## config.mk

```make
export PLATFORM = sky130hd
export DESIGN_NAME = hbm_rd_req
export DESIGN_NICKNAME = d
export VERILOG_FILES = /design/src/rtl/hbm_rd_req.sv
export SDC_FILE = /design/constraint.sdc
export NUM_CORES = 1
export LEC_CHECK = 0
export ABC_AREA = 1
export ABC_CLOCK_PERIOD_IN_PS = 7300
export CORE_ASPECT_RATIO = 0.5
export CORE_UTILIZATION = 25
export CTS_CLUSTER_DIAMETER = 150
export DETAILED_ROUTE_END_ITERATION = 10
export GPL_TIMING_DRIVEN = 1
export SLEW_MARGIN = 20
export SYNTH_ARGS = -nofsm -noshare
export SYNTH_HDL_FRONTEND = slang
export SYNTH_SLANG_ARGS = --single-unit
```

## constraint.sdc

```tcl
create_clock -name clk -period 7.3 [get_ports clk]
set_input_delay 1.825 -clock clk [delete_from_list [all_inputs] [get_ports clk]]
set_output_delay 1.825 -clock clk [all_outputs]
set_load 0.02 [all_outputs]
```

## src/rtl/hbm_rd_req.sv

```systemverilog
// Issues AXI3 read bursts for the B region then the A region; first ARVALID one cycle after start.
// ARVALID holds its payload until ARREADY; issue stalls while MAX_OUTSTANDING bursts await RLAST.
module hbm_rd_req #(
    parameter int                  ADDR_WIDTH      = 33,
    parameter int                  ID_WIDTH        = 6,
    parameter logic [ID_WIDTH-1:0] TAG_A           = ID_WIDTH'(1),
    parameter logic [ID_WIDTH-1:0] TAG_B           = ID_WIDTH'(2),
    parameter int                  MAX_BURST       = 16,
    parameter int                  MAX_OUTSTANDING = 8
) (
    input  logic                  clk,
    input  logic                  rst,
    input  logic                  start,
    input  logic [ADDR_WIDTH-1:0] a_base_addr,
    input  logic [ADDR_WIDTH-1:0] b_base_addr,
    input  logic [31:0]           data_length,
    input  logic [31:0]           b_length,
    output logic                  m_axi_ARVALID,
    input  logic                  m_axi_ARREADY,
    output logic [ADDR_WIDTH-1:0] m_axi_ARADDR,
    output logic [ID_WIDTH-1:0]   m_axi_ARID,
    output logic [3:0]            m_axi_ARLEN,
    output logic [2:0]            m_axi_ARSIZE,
    output logic [1:0]            m_axi_ARBURST,
    input  logic                  m_axi_RVALID,
    input  logic                  m_axi_RREADY,
    input  logic                  m_axi_RLAST,
    output logic                  busy,
    output logic                  done,
    output logic [31:0]           req_counter,
    output logic [3:0]            outstanding
);
    typedef enum logic [2:0] {IDLE, REQ_B, REQ_A, DRAIN, DONE} state_t;

    state_t                state;
    logic [ADDR_WIDTH-1:0] cur_addr;
    logic [ADDR_WIDTH-1:0] a_addr;
    logic [26:0]           cur_rem;
    logic [26:0]           a_rem;
    logic [26:0]           a_beats;
    logic [26:0]           b_beats;
    logic                  hs;
    logic                  rl;
    logic                  can_issue;
    logic [3:0]            out_next;
    logic [4:0]            cur_burst;
    logic [26:0]           rem_after;
    logic [ADDR_WIDTH-1:0] addr_after;
    logic                  len_unused;

    // Bytes below one 32 B beat are dropped.
    assign a_beats    = data_length[31:5];
    assign b_beats    = b_length[31:5];
    assign len_unused = ^{data_length[4:0], b_length[4:0]};

    assign m_axi_ARSIZE  = 3'b101;
    assign m_axi_ARBURST = 2'b01;

    function automatic logic [3:0] arlen_for(input logic [26:0] rem);
        logic [4:0] beats;
        beats = (rem > 27'(MAX_BURST)) ? 5'(MAX_BURST) : rem[4:0];
        return 4'(beats - 5'd1);
    endfunction

    always_comb begin
        hs         = m_axi_ARVALID & m_axi_ARREADY;
        // A stray RLAST with nothing in flight is ignored.
        rl         = m_axi_RVALID & m_axi_RREADY & m_axi_RLAST & (outstanding != 4'd0);
        out_next   = outstanding + {3'd0, hs} - {3'd0, rl};
        can_issue  = out_next < 4'(MAX_OUTSTANDING);
        cur_burst  = {1'b0, m_axi_ARLEN} + 5'd1;
        rem_after  = hs ? cur_rem - 27'(cur_burst) : cur_rem;
        addr_after = hs ? cur_addr + ADDR_WIDTH'({cur_burst, 5'b0}) : cur_addr;
    end

    always_ff @(posedge clk or posedge rst) begin
        if (rst) begin
            state         <= IDLE;
            m_axi_ARVALID <= 1'b0;
            m_axi_ARADDR  <= '0;
            m_axi_ARID    <= '0;
            m_axi_ARLEN   <= '0;
            busy          <= 1'b0;
            done          <= 1'b0;
            req_counter   <= '0;
            outstanding   <= '0;
            cur_addr      <= '0;
            cur_rem       <= '0;
            a_addr        <= '0;
            a_rem         <= '0;
        end else begin
            outstanding <= out_next;
            if (hs) begin
                req_counter <= req_counter + 32'd1;
            end
            case (state)
                IDLE: begin
                    if (start) begin
                        a_addr      <= a_base_addr;
                        a_rem       <= a_beats;
                        done        <= 1'b0;
                        busy        <= 1'b1;
                        req_counter <= '0;
                        if (b_beats != 27'd0) begin
                            state         <= REQ_B;
                            cur_addr      <= b_base_addr;
                            cur_rem       <= b_beats;
                            m_axi_ARVALID <= can_issue;
                            m_axi_ARADDR  <= b_base_addr;
                            m_axi_ARID    <= TAG_B;
                            m_axi_ARLEN   <= arlen_for(b_beats);
                        end else if (a_beats != 27'd0) begin
                            state         <= REQ_A;
                            cur_addr      <= a_base_addr;
                            cur_rem       <= a_beats;
                            m_axi_ARVALID <= can_issue;
                            m_axi_ARADDR  <= a_base_addr;
                            m_axi_ARID    <= TAG_A;
                            m_axi_ARLEN   <= arlen_for(a_beats);
                        end else begin
                            state <= DONE;
                        end
                    end
                end
                REQ_B, REQ_A: begin
                    // A presented burst is frozen until accepted.
                    if (!m_axi_ARVALID || m_axi_ARREADY) begin
                        if (rem_after != 27'd0) begin
                            cur_addr      <= addr_after;
                            cur_rem       <= rem_after;
                            m_axi_ARVALID <= can_issue;
                            m_axi_ARADDR  <= addr_after;
                            m_axi_ARLEN   <= arlen_for(rem_after);
                        end else if (state == REQ_B && a_rem != 27'd0) begin
                            state         <= REQ_A;
                            cur_addr      <= a_addr;
                            cur_rem       <= a_rem;
                            m_axi_ARVALID <= can_issue;
                            m_axi_ARADDR  <= a_addr;
                            m_axi_ARID    <= TAG_A;
                            m_axi_ARLEN   <= arlen_for(a_rem);
                        end else begin
                            state         <= DRAIN;
                            cur_rem       <= '0;
                            m_axi_ARVALID <= 1'b0;
                        end
                    end
                end
                DRAIN: begin
                    if (outstanding == 4'd0) begin
                        state <= DONE;
                    end
                end
                DONE: begin
                    done  <= 1'b1;
                    busy  <= 1'b0;
                    state <= IDLE;
                end
                default: state <= IDLE;
            endcase
        end
    end
endmodule

```

==> results of run 1 <==
-- where the power goes --
| group | internal [uW] | switching, uW |
|---|---|---|
| combinational | 1180 | 2130 |
| clock | 586 | 421 |
| sequential | 1340 | 345 |
-- state kept, by name (all words and copies together), names as in the netlist, 2 cells and up --
name,flops
a_addr,33
req_counter,32
outstanding,4
m_axi_ARLEN,4
m_axi_ARID,2
cur_addr,33
state,3
a_rem,27
cur_rem,27
-- worst max-delay path: stages --
cell	delay, ns
clkdlybuf4s50_1	0.59
nand2_4	0.21
clkinv_2	0.24
nand2_2	0.11
nor2_2	0.13
nand2_2	0.15
nor2_4	0.13
nand3_1	0.07
nand2_1	0.07
nand2_1	0.09
nor2_1	0.11
nand2_1	0.09
nor2_4	0.27
nand2_2	0.41
nand2_1	0.23
inv_2	0.20
a21oi_4	0.36
buf_4	0.45
o21ai_0	0.14
o21ai_0	0.09
-- layer usage --
metal | up-vias | track usage (%) | share of wire [%]
met3 | 48 | 2.41 | 3.7
met1 | 5301 | 21.3 | 43
li1 | 5485 | - | -
met4 | 0 | 5.00 | 2.3
met5 | - | 0 | 0
met2 | 259 | 30.4 | 51
-- logic make-up (layout without fill, tap and decap cells) --
group | after synthesis | after routing | synth area share, %
flops | 168 | 168 | 38.6
simple gates | 722 | 722 | 28.5
xor+xnor | 31 | 31 | 2.49
buf+inv | 290 | 473 | 10.6
compound gates | 326 | 326 | 17.1
fa+ha+maj | 21 | 21 | 2.62
other cells | 2 | 9 | 0.0689
-- final timing paths --
path | end | cells after the start
worst max-delay path | cur_addr[24]$_DFFE_PP0P_ | 20
worst min-delay path | cur_addr[3]$_DFFE_PP0P_ | 2
worst max register to register | cur_addr[24]$_DFFE_PP0P_ | 21
worst min register to register | cur_addr[3]$_DFFE_PP0P_ | 2
max in group asynchronous | cur_addr[27]$_DFFE_PP0P_ | 3
min in group asynchronous | outstanding[0]$_DFF_PP0_ | 2
-- cell type report --
| type | instances | share of cell area (%) |
|---|---|---|
| Clock inverter | 12 | 1.34 |
| Multi-Input combinational cell | 1109 | 39.6 |
| Clock buffer | 18 | 3.10 |
| Tap cell | 577 | 5.10 |
| Timing Repair Buffer | 218 | 15.2 |
| Inverter | 225 | 6.01 |
| Sequential cell | 168 | 29.7 |
-- metrics by stage --
step	utilization [%]	std cells	worst slack (ns)	hold slack [ns]
global route	33.3	2327	1.34	0.501
CTS	33.3	2327	1.69	0.480
detailed placement	31.9	2297	1.26	0.462
finish	33.3	2327	1.66	0.478
global placement	31.9	2297	1.26	0.460
floorplan	-	1567	0.928	0.448
-- cell usage after synthesis (all sizes together) (4+ instances only) --
cell type and number:
nand2 349, nand3 90, o31ai 4, nor4 19, o311ai 5, a31oi 6, o22ai 14, nor3 41
clkbuf 41, o2111ai 7, o21ai 179, buf 24, ha 18, nor2 179, xor2 26, o211ai 16
o221ai 11, clkinv 4, inv 221, a21oi 71, xnor2 5, nand4 35, dfrtp 168
-- cells in the final DEF, fill, tap and decap left out, types with 9 or more instances in the layout --
cell type	synthesis	routed
inv_2	8	9
nor2_1	168	164
buf_4	9	14
nand3_1	89	89
o22ai_1	14	14
nor4_1	19	19
dfrtp_1	168	168
o21ai_0	169	169
nor3_1	41	41
a21oi_1	70	70
clkdlybuf4s50_1	0	204
nor2_2	8	9
clkbuf_16	0	17
xor2_1	26	26
o221ai_1	11	11
inv_1	213	212
o211ai_1	16	16
nand4_1	35	35
nand2_1	341	341
ha_1	18	18
conb_1	2	9
==> impl_metrics.py, run 1 <==
metrics = {
    "place": {
        "hpwl_um": 28800,
        "gp_congestion": 0.920,
        "placed_area_mm2": 0.0135,
        "io_buffers": 204,
    },
    "final_layout": {
        "syn2layout_area_growth_pct": 29.9,
        "fillCellCount": 4562,
        "drive_above_1_share_pct": 5.09,
        "layout.nets": 1897,
        "n_antenna_cell": 0,
        "fin_area_mm2": 0.0142,
        "seq_area_mm2": 0.00420,
        "multiInputGateArea_mm2": 0.00560,
    },
    "clock_tree": {
        "htreeDepth": 4,
        "holdBufCountCts": 0,
        "cts_root_buf": "clkbuf_16",
        "cts_tree": "built",
        "numCtsBuffers": 17,
        "cts.sinks": 168,
        "cts_setup_buffers": 0,
        "clkSlewWorstSetupHoldPaths_ns": 0.07,
        "clk_latency_ns": 0.45,
        "cts_resized": 0,
        "clk_path_buf_depth": 2,
    },
    "grt": {
        "antenna_found_initial": 0,
        "grt_usage_pct": 17.0,
        "grt-ovfl-total": 0,
        "grt_first_pass_wirelength_um": 59400,
        "grt_pass1_vias": 10600,
        "grt_max_degree": 80,
    },
    "timing": {
        "max_slew.worst_pin.slew_ns": 0.773,
        "final_hold_viol_count": 0,
        "timing.final.crit_share_pct": 77.2,
        "clock_skew_ns": 0.0102,
        "fin_crit_ns": 5.64,
        "final-setup-viol-count": 0,
        "slew_viol_final": 0,
        "finalSetupTns_ns": 0,
        "fmax_mhz": 177,
        "grt_setup_unrepaired": "no",
        "slew_headroom_pct": 48.5,
    },
    "detailed_routing": {
        "routedWlPerCell_um": 16.5,
        "drtAntennaViolNets": 0,
        "first_pass_iters": 5,
        "drt_wl_total_um": 38300,
        "via_count": 11100,
        "drcViolationCount": 0,
        "viasPerCell": 4.77,
        "drt_first_iter_violations": 857,
    },
    "synth": {
        "netlist_area_mm2": 0.0109,
        "async_flop_share_pct": 100,
        "ys_types": 51,
        "yosysTopAreaCell": "dfrtp_1",
        "synth_seq_cells": 168,
        "synth.yosys.seq_area_share_pct": 38.6,
        "synth_ff_type": "dfrtp_1",
        "synth_top_cell_area_share_pct": 38.6,
        "netlist_top_cells_area": "dfrtp_1, nand2_1, o21ai_0",
        "netlist_instances": 1560,
        "avgSynthCellArea_um2": 6.98,
        "yosys_warnings": 0,
        "synth_edf_count": 0,
    },
    "worst_setup_path": {
        "worst_setup_path_end_kind": "flop",
        "crit_fanout": 42,
        "critPathLaunch": "m_axi_ARREADY",
        "cp-start-kind": "input port",
        "crit_type": "input port to flop",
        "required_ns": 7.67,
        "r2r-start": "m_axi_ARLEN[1]$_DFFE_PP0P_",
        "r2r_setup_slack_ns": 2.54,
        "arrival_ns": 6.00,
    },
    "floorplan": {
        "core_area_mm2": 0.0424,
        "die_h_um": 150,
        "die_w_um": 297,
        "start_util_pct": 25.7,
        "design.die.area_mm2": 0.0445,
        "rows": 53,
        "io_pins": 224,
    },
    "job": {
        "max_cap_violations": 0,
    },
    "power": {
        "irDropWorstVdd_mv": 0.256,
        "p_leak_uw": 0.00619,
        "power_uw": 6010,
        "power_density_mw_per_mm2": 425,
    },
    "hold_path": {
        "hold_path_class": "flop to flop",
        "hp-start": "cur_addr[3]$_DFFE_PP0P_",
    },
    "outcome": {
        "status": "finished clean",
    },
}
No activity file was read; power rests on OpenSTA's default activity.
==> inputs of run 2 (changes only) <==
Settings changed: ABC_CLOCK_PERIOD_IN_PS 7300 to 4880.
Clock period 7.3 ns to 4.88 ns, I/O delays scaled along.
==> run 2 against run 1 <==
Compared with the run above:
- flip-flop and latch count stayed put
- first-iteration DRC count decreased by 16%
- critical path type unchanged
- sequential power increased by 50%
- global-route usage about the same
==> impl_metrics.py, run 2 (synthesis results as in run 1) <==
metrics = {
    "outcome": {
        "status": "finished clean",
    },
    "worst_setup_path": {
        "slowest_delay_ns": 0.60,
        "cp_slowest_cell": "clkdlybuf4s50_1",
        "crit_type": "input port to flop",
        "crit_top_cell": "nand2_1",
        "cp_cell_sequence": "clkdlybuf4s50_1 > nand2_4 > clkinv_2 > nand2_2 > nor2_2 > nand2_2 > nor2_4 > nand3_1 > nand2_1 > nand2_1 > nor2_1 > nand2_1 > nor2_4 > nand2_2 > nand2_1 > inv_2 > nor2_1 > inv_2 > nand2_1 > o21ai_1",
        "required_ns": 5.20,
        "arrival_ns": 4.55,
        "crit_fanout": 9,
        "cp-start-kind": "input port",
        "crit_buf_inv": 4,
        "cpLargestDelayFamily": "simple AND/OR/NAND/NOR gates",
        "worst_setup_path_end_kind": "flop",
    },
    "timing": {
        "slew_viol_final": 0,
        "slew_headroom_pct": 44.6,
        "finalSetupTns_ns": 0,
        "final_hold_viol_count": 0,
        "max_slew.worst_pin.slew_ns": 0.832,
        "final-setup-viol-count": 0,
        "timing.hold.ws_ns": 0.475,
        "grt_setup_unrepaired": "no",
        "clock_skew_ns": 0.00968,
        "fin_crit_ns": 4.22,
        "fmax_mhz": 237,
        "timing.final.crit_share_pct": 86.6,
    },
    "clock_tree": {
        "clkSlewWorstSetupHoldPaths_ns": 0.07,
        "clk_path_buf_depth": 2,
        "htreeDepth": 4,
        "cts_resized": 0,
        "cts_tree": "built",
        "cts.sinks": 168,
        "cts_setup_buffers": 0,
        "cts_root_buf": "clkbuf_16",
        "holdBufCountCts": 0,
        "numCtsBuffers": 17,
        "clk_latency_ns": 0.45,
    },
    "floorplan": {
        "die_w_um": 297,
        "rows": 53,
        "die_h_um": 150,
        "core_area_mm2": 0.0424,
        "design.die.area_mm2": 0.0445,
        "io_pins": 224,
        "start_util_pct": 25.7,
    },
    "final_layout": {
        "layout.nets": 1912,
        "final_cell_mix": "nand2_1, inv_1, clkdlybuf4s50_1",
        "drive_above_1_share_pct": 5.94,
        "syn2layout_area_growth_pct": 30.8,
        "seq_area_mm2": 0.00420,
        "n_antenna_cell": 0,
        "final_common_cell": "nand2_1",
        "multiInputGateArea_mm2": 0.00560,
        "reg_top3": "a_addr x33, cur_addr x33, req_counter x32",
        "fillCellCount": 4575,
    },
    "detailed_routing": {
        "first_pass_iters": 6,
        "drt_first_iter_violations": 723,
        "via_count": 11100,
        "drt_wl_total_um": 38200,
        "drtAntennaViolNets": 0,
        "viasPerCell": 4.74,
        "routedWlPerCell_um": 16.3,
        "drcViolationCount": 0,
    },
    "grt": {
        "use_met2_pct": 30.4,
        "grt_pass1_vias": 10400,
        "grt_first_pass_wirelength_um": 59000,
        "grt_usage_pct": 17.0,
        "use_met3_pct": 2.56,
        "antenna_found_initial": 0,
        "grt-ovfl-total": 0,
        "grt_util_met1_pct": 21.2,
        "grt.busiest_layer": "met2",
        "grt_max_degree": 80,
    },
    "power": {
        "irDropWorstVdd_mv": 0.543,
        "p_leak_uw": 0.00624,
        "power_density_mw_per_mm2": 624,
    },
    "place": {
        "gp_congestion": 0.928,
        "io_buffers": 204,
        "hpwl_um": 29300,
    },
    "hold_path": {
        "hold_path_class": "flop to flop",
    },
    "job": {
        "max_cap_violations": 0,
    },
}
[run 2: cell types whose count changed in the layout (fill, tap and decap cells not counted), sizes merged]
| cell | before | now |
|---|---|---|
| bufinv | 4 | 1 |
| clkinvlp | 0 | 4 |
| buf | 14 | 29 |
| inv | 227 | 222 |
| clkinv | 6 | 7 |
| clkbuf | 18 | 23 |
[run 2: worst paths after layout]
path / from / endpoint / slack [ns] / cells past startpoint
setup / recovery: m_axi_ARREADY / m_axi_ARID[1]$_DFFE_PP0P_ / 0.66 / 20
hold / removal: cur_addr[2]$_DFFE_PP0P_ / cur_addr[2]$_DFFE_PP0P_ / 0.47 / 2
setup reg to reg: m_axi_ARLEN[1]$_DFFE_PP0P_ / m_axi_ARID[1]$_DFFE_PP0P_ / 0.66 / 21
hold reg to reg: cur_addr[2]$_DFFE_PP0P_ / cur_addr[2]$_DFFE_PP0P_ / 0.47 / 2
max in group asynchronous: rst / cur_addr[23]$_DFFE_PP0P_ / 2.83 / 3
min in group asynchronous: rst / req_counter[28]$_DFF_PP0_ / 1.15 / 2
[run 2: per-stage QoR]
stage / cell area (um2) / utilization (%) / power, uW / setup slack, ns / std cells
after global placement: 13700 / 32.2 / 7450 / 0.267 / 2312
after CTS: 14200 / 33.6 / 8920 / 0.696 / 2344
after global routing: 14200 / 33.6 / 9650 / 0.313 / 2344
final: 14200 / 33.6 / 8890 / 0.656 / 2344
after detailed placement: 13700 / 32.2 / 7520 / 0.239 / 2312
after floorplan: 10900 / - / 5760 / 1.52 / 1567
[run 2: area by class of cell]
| cell class | instances | area share (%) |
|---|---|---|
| clock buffers | 23 | 3.50 |
| clock inverters | 9 | 0.624 |
| inverters | 225 | 5.96 |
| repair buffers | 233 | 16.0 |
| well taps | 577 | 5.07 |
| multi-input cells | 1109 | 39.3 |
| flip-flops and latches | 168 | 29.5 |
[run 2: worst reg2reg max path, stage by stage (launching register included)]
cell and delay (ns):
dfrtp_1 0.43, ha_1 0.38, inv_1 0.10, fa_1 0.44, nand2_1 0.10, nand2_1 0.10
nand3_1 0.20, nand2_2 0.17, nor2_4 0.13, nand3_1 0.08, nand2_1 0.07, nand2_1 0.07
nor2_1 0.10, nand2_1 0.10, nor2_4 0.28, nand2_2 0.25, nand2_1 0.16, inv_2 0.08
nor2_1 0.51, inv_2 0.18, nand2_1 0.10, o21ai_1 0.06
[run 2: routing by layer]
layer,vias up,part of all wire (%)
li1,5524,-
met1,5305,43
met2,235,51
met3,39,3.6
met4,0,2.0
met5,-,0
[run 2: where the power goes]
group          internal, uW  switching (uW)
sequential             2010             521
clock                   772             605
combinational          1820            3170
total                  4600            4290
==> inputs of run 3 (changes only) <==
Settings changed: CORE_MARGIN set to 2.
==> run 3 against run 2 <==
Compared with the run above:
- core utilization shrank 0.55 points
- sequential share of layout area shrank 0.11 points
- flip-flop and latch count is the same
- setup slack lost 0.17 ns
==> impl_metrics.py, run 3 (synthesis results as in run 1) <==
metrics = {
    "outcome": {
        "status": "finished clean",
    },
    "timing": {
        "timing.final.crit_share_pct": 90.0,
        "finalSetupTns_ns": 0,
        "setup_slack_ns": 0.487,
        "slew_viol_final": 0,
        "fmax_mhz": 228,
        "clock_skew_ns": 0.0122,
        "slew_headroom_pct": 33.5,
        "grt_setup_unrepaired": "no",
        "final_hold_viol_count": 0,
        "fin_crit_ns": 4.39,
        "max_slew.worst_pin.slew_ns": 0.995,
        "final-setup-viol-count": 0,
    },
    "worst_setup_path": {
        "cp_cell_sequence": "ha_1 > xor2_1 > inv_1 > ha_1 > a21oi_1 > nand2_1 > a21oi_1 > nand2_1 > nand2_1 > nand2_1 > nor2_1 > nand3_1 > nor2_2 > nand2_2 > nand2_1 > inv_2 > a21oi_4 > buf_4 > nand2_1 > o21ai_0",
        "arrival_ns": 4.74,
        "critPathLaunch": "m_axi_ARLEN[0]$_DFFE_PP0P_",
        "cp_slowest_cell": "a21oi_4",
        "cp-start-kind": "flop",
        "required_ns": 5.22,
        "crit_top_cell": "nand2_1",
        "crit_buf_inv": 3,
        "cpLargestDelayFamily": "compound AO/OA/AOI/OAI gates",
        "crit_type": "flop to flop",
        "slowest_delay_ns": 0.78,
        "r2r-start": "m_axi_ARLEN[0]$_DFFE_PP0P_",
        "worst_setup_path_end_kind": "flop",
        "crit_fanout": 38,
    },
    "detailed_routing": {
        "viasPerCell": 4.70,
        "via_count": 11100,
        "drcViolationCount": 0,
        "first_pass_iters": 6,
        "routedWlPerCell_um": 16.2,
        "drt_first_iter_violations": 797,
        "drtAntennaViolNets": 0,
        "drt_wl_total_um": 38200,
    },
    "hold_path": {
        "hp-start": "cur_addr[4]$_DFFE_PP0P_",
        "hold_path_class": "flop to flop",
    },
    "job": {
        "max_cap_violations": 0,
    },
    "clock_tree": {
        "cts_root_buf": "clkbuf_16",
        "cts_resized": 0,
        "clk_path_buf_depth": 2,
        "holdBufCountCts": 0,
        "numCtsBuffers": 17,
        "cts.sinks": 168,
        "cts_setup_buffers": 0,
        "htreeDepth": 4,
        "cts_tree": "built",
        "clk_latency_ns": 0.44,
        "clkSlewWorstSetupHoldPaths_ns": 0.07,
    },
    "floorplan": {
        "io_pins": 224,
        "start_util_pct": 25.2,
        "die_w_um": 299,
        "core_area_mm2": 0.0433,
        "die_h_um": 152,
        "rows": 54,
        "design.die.area_mm2": 0.0454,
    },
    "grt": {
        "grt_max_degree": 99,
        "grt_pass1_vias": 10600,
        "grt_usage_pct": 16.5,
        "grt-ovfl-total": 0,
        "antenna_found_initial": 0,
        "grt_first_pass_wirelength_um": 58600,
    },
    "final_layout": {
        "drive_above_1_share_pct": 6.09,
        "fin_area_mm2": 0.0143,
        "reg_top3": "a_addr x33, cur_addr x33, req_counter x32",
        "layout.nets": 1920,
        "final_cell_mix": "nand2_1, inv_1, clkdlybuf4s50_1",
        "syn2layout_area_growth_pct": 31.2,
        "finalNonFillerCells": 2361,
        "final_common_cell": "nand2_1",
        "n_antenna_cell": 0,
    },
    "power": {
        "p_leak_uw": 0.00625,
        "power_density_mw_per_mm2": 623,
        "combPwrFrac_pct": 56.3,
        "irDropWorstVdd_mv": 0.400,
        "seqPwrFrac_pct": 28.5,
        "clkPwrFrac_pct": 15.2,
        "power_uw": 8920,
        "swShare_pct": 48.1,
        "p_switching_uw": 4290,
        "intPower_uw": 4620,
    },
    "place": {
        "place_ws_ns": 0.198,
        "gp_congestion": 0.924,
        "hpwl_um": 28700,
        "placed_area_mm2": 0.0137,
        "place_inst": 2331,
        "io_buffers": 204,
    },
}
run 3: cell count changes in the layout (fill, tap and decap cells not counted), sizes merged:
cell      before  now
inv          222  221
buf           29   37
clkinv         7    5
clkinvlp       4    5
bufinv         1    2
clkbuf        23   22
run 3: final timing paths:
| kind | endpoint | slack [ns] | depth (start not counted) |
|---|---|---|---|
| min in group asynchronous | req_counter[28]$_DFF_PP0_ | 1.17 | 2 |
| hold reg to reg | cur_addr[4]$_DFFE_PP0P_ | 0.48 | 2 |
| setup reg to reg | cur_addr[15]$_DFFE_PP0P_ | 0.49 | 20 |
| setup / recovery | cur_addr[15]$_DFFE_PP0P_ | 0.49 | 20 |
| hold / removal | cur_addr[4]$_DFFE_PP0P_ | 0.48 | 2 |
| max in group asynchronous | cur_rem[11]$_DFFE_PP0P_ | 2.63 | 3 |
run 3: layout make-up:
class                      count  area [um2]
fill                        4591       29000
clock buffer                  22         454
timing repair buffer         241        2360
clock inverter                 8         100
inverter                     225         850
multi-input combinational   1109        5600
sequential                   168        4200
tap                          588         736
run 3: metrics by stage:
step / hold WS, ns / utilization, %
floorplan: 0.448 / -
global placement: 0.456 / 31.7
detailed placement: 0.467 / 31.7
CTS: 0.484 / 33.0
global route: 0.505 / 33.0
finish: 0.480 / 33.0
run 3: power by group through the flow:
stage,combinational (uW),sequential (uW),clock [uW]
final,5020,2540,1350
after global routing,5620,2620,1430
after global placement,4900,2550,0
after detailed placement,4980,2560,0
after floorplan,3090,2670,0
after CTS,5010,2540,1370
run 3: layer usage:
| metal | global-route usage (%) | vias to the layer above | routed length [um] |
|---|---|---|---|
| met1 | 20.0 | 5235 | 16200 |
| met5 | 0 | - | 0 |
| li1 | - | 5536 | - |
| met3 | 2.48 | 65 | 1550 |
| met2 | 29.5 | 266 | 19100 |
| met4 | 6.88 | 0 | 1350 |
run 3: worst min-delay path, cell delays in order (launching register included):
cell     delay (ns)
dfrtp_1        0.35
nand2_1        0.05
nand2_1        0.05
